--- config.mk ---
export PLATFORM = sky130hd
export DESIGN_NAME = interrupt_ctrl_flat
export DESIGN_NICKNAME = d
export VERILOG_FILES = /design/src/rtl/interrupt_ctrl_if.sv /design/src/rtl/interrupt_ctrl.sv /design/src/flat_wrapper.sv
export SDC_FILE = /design/constraint.sdc
export NUM_CORES = 1
export LEC_CHECK = 0
export ABC_CLOCK_PERIOD_IN_PS = 1400
export BUFFER_PORTS_ARGS = -buffer_cell sky130_fd_sc_hd__buf_4
export CORE_UTILIZATION = 39
export DETAILED_ROUTE_END_ITERATION = 6
export GPL_TIMING_DRIVEN = 0
export HOLD_SLACK_MARGIN = 0.06
export PLACE_DENSITY = 0.85
export SKIP_LAST_GASP = 1
export SYNTH_ARGS = -nofsm -noshare
export SYNTH_HDL_FRONTEND = slang
export SYNTH_SLANG_ARGS = --single-unit
--- constraint.sdc ---
create_clock -name clk -period 1.4 [get_ports clk]
set_input_delay 0.14 -clock clk [delete_from_list [all_inputs] [get_ports clk]]
set_output_delay 0.14 -clock clk [all_outputs]
set_load 0.01 [all_outputs]
--- src/rtl/interrupt_ctrl_if.sv ---
// CPU-side handshake bundle for interrupt_ctrl: the controller presents (int1, x),
// and the CPU answers with single-cycle ack and eoi pulses.
interface interrupt_ctrl_if #(
    parameter int N_SRC = 8
);
    localparam int ID_W = $clog2(N_SRC);

    logic            ack;
    logic            eoi;
    logic            int1;
    logic            busy;
    logic [ID_W-1:0] x;

    modport master (output ack, output eoi, input int1, input x, input busy);
    modport slave  (input ack, input eoi, output int1, output x, output busy);
endinterface

--- src/rtl/interrupt_ctrl.sv ---
// Registered N_SRC-input interrupt controller: pending capture, mask, fixed priority
// (highest index wins), and an ack/eoi handshake. Edge-mode sources need INTERRUPT_EDGE_EN.
module interrupt_ctrl #(
    parameter int N_SRC = 8
) (
    input  logic               clk,
    input  logic               rst,
    input  logic [N_SRC-1:0]   p,
    input  logic [N_SRC-1:0]   mask,
    input  logic [N_SRC-1:0]   edge_mode,
    output logic [N_SRC-1:0]   pend_o,
    output logic [1:0]         dbg_state,
    interrupt_ctrl_if.slave    cpu
);
    localparam int ID_W = $clog2(N_SRC);

    // Handshake: int1 high means x is offered; ack (a one-cycle pulse) is honoured
    // only in REQ, eoi (a one-cycle pulse) only in SERVICE, and ack takes precedence.
    typedef enum logic [1:0] {
        IDLE    = 2'd0,
        REQ     = 2'd1,
        SERVICE = 2'd2
    } state_t;

    state_t            state;
    logic [N_SRC-1:0]  pend;
    logic [N_SRC-1:0]  pend_nxt;
    logic [N_SRC-1:0]  req;
    logic [ID_W-1:0]   win;
    logic              ack_take;

    assign req       = pend & mask;
    assign ack_take  = (state == REQ) && cpu.ack;
    assign pend_o    = pend;
    assign dbg_state = state;

    always_comb begin
        win = '0;
        for (int i = 0; i < N_SRC; i++) begin
            if (req[i]) win = ID_W'(i);
        end
    end

`ifdef INTERRUPT_EDGE_EN
    logic [N_SRC-1:0] p_q;
    logic [N_SRC-1:0] rise;
    logic [N_SRC-1:0] clr;

    assign rise = p & ~p_q;
    assign clr  = ack_take ? (N_SRC'(1) << cpu.x) : '0;
    // A rising edge in the same cycle as the ack clear keeps the bit set.
    assign pend_nxt = (edge_mode & (rise | (pend & ~clr))) | (~edge_mode & p);

    always_ff @(posedge clk or posedge rst) begin
        if (rst) p_q <= '0;
        else     p_q <= p;
    end
`else
    logic unused_edge_mode;
    assign unused_edge_mode = ^edge_mode;
    assign pend_nxt = p;
`endif

    always_ff @(posedge clk or posedge rst) begin
        if (rst) pend <= '0;
        else     pend <= pend_nxt;
    end

    always_ff @(posedge clk or posedge rst) begin
        if (rst) begin
            state    <= IDLE;
            cpu.int1 <= 1'b0;
            cpu.busy <= 1'b0;
            cpu.x    <= '0;
        end else begin
            case (state)
                IDLE: begin
                    if (|req) begin
                        cpu.x    <= win;
                        cpu.int1 <= 1'b1;
                        state    <= REQ;
                    end
                end
                REQ: begin
                    if (cpu.ack) begin
                        cpu.int1 <= 1'b0;
                        cpu.busy <= 1'b1;
                        state    <= SERVICE;
                    end else if (!req[cpu.x]) begin
                        // Request withdrawn before the CPU took it.
                        cpu.int1 <= 1'b0;
                        state    <= IDLE;
                    end
                end
                SERVICE: begin
                    if (cpu.eoi) begin
                        cpu.busy <= 1'b0;
                        state    <= IDLE;
                    end
                end
                default: begin
                    cpu.int1 <= 1'b0;
                    cpu.busy <= 1'b0;
                    state    <= IDLE;
                end
            endcase
        end
    end
endmodule

--- src/flat_wrapper.sv ---
// flat-port wrapper written by rule: the top's interface ports become plain ports
module interrupt_ctrl_flat 
#(
    parameter int N_SRC = 8
)
  (clk, rst, p, mask, edge_mode, pend_o, dbg_state, cpu_ack, cpu_eoi, cpu_int1, cpu_x, cpu_busy);
  interrupt_ctrl_if #(.N_SRC(N_SRC)) cpu_i ();
  input  logic clk;
  input  logic rst;
  input  logic [N_SRC-1:0] p;
  input  logic [N_SRC-1:0] mask;
  input  logic [N_SRC-1:0] edge_mode;
  output logic [N_SRC-1:0] pend_o;
  output logic [1:0] dbg_state;
  input wire logic [$bits(cpu_i.ack)-1:0] cpu_ack;
  input wire logic [$bits(cpu_i.eoi)-1:0] cpu_eoi;
  output wire logic [$bits(cpu_i.int1)-1:0] cpu_int1;
  output wire logic [$bits(cpu_i.x)-1:0] cpu_x;
  output wire logic [$bits(cpu_i.busy)-1:0] cpu_busy;
  assign cpu_i.ack = cpu_ack;
  assign cpu_i.eoi = cpu_eoi;
  assign cpu_int1 = cpu_i.int1;
  assign cpu_x = cpu_i.x;
  assign cpu_busy = cpu_i.busy;
  interrupt_ctrl #(.N_SRC(N_SRC)) u_core (.clk(clk), .rst(rst), .p(p), .mask(mask), .edge_mode(edge_mode), .pend_o(pend_o), .dbg_state(dbg_state), .cpu(cpu_i));
endmodule
==> results.cfg <==
[final_layout]
layout-area-overhead-vs-synth_pct = 62.6
n_antenna_cell = 0
postLayoutCoreUtil_pct = 69.3
nNetsFinal = 135
layout.cells.most_common = sky130_fd_sc_hd__buf_4
final_cell_mix = sky130_fd_sc_hd__buf_4 (34), sky130_fd_sc_hd__dfrtp_1 (14), sky130_fd_sc_hd__nand2_1 (11), sky130_fd_sc_hd__dlygate4sd3_1 (9), sky130_fd_sc_hd__nor2_1 (5)
post_route_cells_drive_above_1_share_pct = 47.2

[clock_network]
cts_inserted_buffers = 3
cts.root.buffer_cell = sky130_fd_sc_hd__clkbuf_4
htreeDepth = 1
cts.clk_slew.worst_paths_ps = 90
tritoncts_clock_tree = built
clk-insertion-delay-late_ps = 280
post-cts-setup-buffers = 0
clock_sink_count = 15
max-clock-path-buffers = 2

[critical_path]
timing.critical_path.cells = a22oi_2 -> nand3_1 -> o21a_2 -> a31oi_1
delay_contributed_by_the_slowest_stage_of_the_critical_path_ps = 400
regToRegStartpoint = u_core.pend_o[3]
critical_path.max_fanout = 7
critical_path.n_buffers_inverters = 0
crit_path_start_kind = register
worst_path_max_delay_cell = sky130_fd_sc_hd__dfrtp_1
worstSetupEndpointType = register
critical_path_class = register to register
timing.critical_path.max_delay_family = compound AO/OA/AOI/OAI gates
worstSetupStartpoint = u_core.pend_o[3]
cp.arrival_ps = 1490
worst_ep_required_time_ps = 1580

[timing]
final_setup_violation_count = 0
setup_tns_ps = 0
worst_case_clock_skew_ps = 9.50
timing_worst_slew_pin_value_ps = 568
rsz0062_at_grt = yes
final_min_period_over_clock_period_pct = 93.3
worst_slew_margin_rel_pct = 62.1
drv_slew = 0
hold_violation_total_from_the_final_report = 0
fmaxAchievable_mhz = 765
finalWorstPathRequiredPeriod_ps = 1310

[place]
placed_wire_length_estimate_mm = 1.10
routability_congestion_estimate_from_global_placement = 0.805
port-buffer-count = 34

[route]
number_of_drc_markers_in_iteration_0 = 6
number_of_nets_still_failing_antenna_checks_after_routing = 0
remaining_drc_errors = 0
wire_per_inst_um = 12.3
via_count = 610
drt-total-wl_mm = 1.50
avgViaCountPerCell = 5.00
detailedRoute.firstPassIterationCount = 2

[synthesis]
dominant_combinational_cell_family_by_area_after_synthesis = simple AND/OR/NAND/NOR gates
synth.mux.area_fraction_pct = 3.47
post_synthesis_xor_xnor_area_fraction_pct = 0
synthesis.area_per_instance_um2 = 11.0
synthesis.area_um2 = 649
synth.distinct_cells = 24
yosys.area_share.simple_pct = 20.6
synth_compound_area_share_pct = 17.0
synthTopCellsByArea = sky130_fd_sc_hd__dfrtp_1 (58%), sky130_fd_sc_hd__nand2_1 (8.1%), sky130_fd_sc_hd__mux4_2 (3.5%), sky130_fd_sc_hd__nor2_1 (2.9%), sky130_fd_sc_hd__nor3b_4 (2.9%)
synth-adder-area-share_pct = 0
synth_top_cell_by_area = sky130_fd_sc_hd__dfrtp_1
synth-seq-cells = 15
synthesis.nets = 87
yosys_warnings = 0
synth_cells = 59
netlist.area_leader.share_pct = 57.8
synth.yosys.seq_area_share_pct = 57.8

[global_routing]
grt_first_pass_wirelength_mm = 2.54
antenna_violations_before_repair = 0
grt_max_degree = 16
first_global_vias = 621
grt.total_usage_pct = 18.7
global_route.overflow_total = 0

[worst_hold_path]
worstHoldStart = cpu_eoi
hold_class = input pin to register

[floorplanning]
initial_core_utilization_pct = 42.6
die_area_um2 = 1830
io_pins = 43
row_count = 14
die_h_um = 42.8
area_inside_the_core_boundary_um2 = 1520
die_width_um = 42.8

[flow_run]
max-cap-violations = 0

[power]
p_per_area_nw_per_um2 = 1480
power_leakage_uw = 0.000502
peakVddDrop_mv = 0.966

[outcome]
outcome = finished clean
==> cell families after synthesis <==
logic type             Yosys count
AO/OA/AOI/OAI                   14
buffers and inverters            2
flip-flops                      15
multiplexers                     1
AND/OR/NAND/NOR                 27
==> sequential cells by signal, summed over array words and instances (netlist names) <==
signal            count
u_core.dbg_state      2
u_core.pend_o         8
u_core.cpu.int1       1
u_core.cpu.busy       1
u_core.cpu.x          3
==> timing repair <==
action / in CTS / in global routing
endpoints found under the setup margin: 0 / 4
endpoints found under the hold margin: 23 / 0
hold buffers: 9 / 0
gates resized for setup: 0 / 6
==> layout make-up <==
cell class / instances / area, µm²
timing repair buffer: 43 / 345
inverter: 2 / 7.51
tap: 16 / 20.0
multi-input combinational: 42 / 280
sequential: 15 / 377
fill: 110 / 468
clock buffer: 4 / 26.3
==> through the flow <==
step	worst slack, ps	power [µW]	hold slack (ps)	area (µm²)	instances
floorplan	54.5	1020	41.5	649	59
global placement	28.5	1270	226	925	109
detailed placement	30.5	1290	235	925	109
CTS	14.4	1550	107	1040	122
global route	3.69	1670	161	1060	122
finish	93.5	1570	102	1060	122
==> metal layers <==
| layer | vias up | wire, µm | track usage, % |
|---|---|---|---|
| met1 | 283 | 668 | 23.7 |
| li1 | 303 | - | - |
| met2 | 22 | 747 | 31.5 |
| met5 | - | 0 | 0 |
| met3 | 2 | 78 | 4.26 |
| met4 | 0 | 10 | 5.63 |
==> path summary, 6_finish.rpt <==
path,endpoint,slack [ps],cells past startpoint
worst max-delay path,u_core.cpu.x[0],90,4
worst min-delay path,u_core.dbg_state[1],100,4
worst max register to register,u_core.cpu.x[0],90,4
worst min register to register,u_core.cpu.busy,490,2
max in group asynchronous,u_core.cpu.x[1],520,3
min in group asynchronous,u_core.pend_o[5],460,3
==> synthesized netlist by cell type (all sizes together) <==
cell	n
a21oi	2
a22o	1
a22oi	1
a311o	1
a31oi	1
a41oi	1
and2	1
dfrtp	15
inv	2
mux4	1
nand2	15
nand2b	1
nand3	1
nand3b	1
nand4	1
nor2	6
nor3b	1
o2111ai	1
o211ai	1
o21a	2
o21ai	3
==> power by group <==
part / switching, µW / total, µW / internal [µW] / leakage (µW)
sequential: 134 / 683 / 549 / 0.000175
clock: 137 / 248 / 111 / 0.0000150
combinational: 281 / 635 / 354 / 0.000312
==> tightest hold or removal path, stage by stage <==
cell	delay [ps]
sky130_fd_sc_hd__buf_4	80
sky130_fd_sc_hd__nor2_1	30
sky130_fd_sc_hd__nand2_1	50
sky130_fd_sc_hd__nand2_1	50
Note: power is estimated with default switching activity, not from simulation.
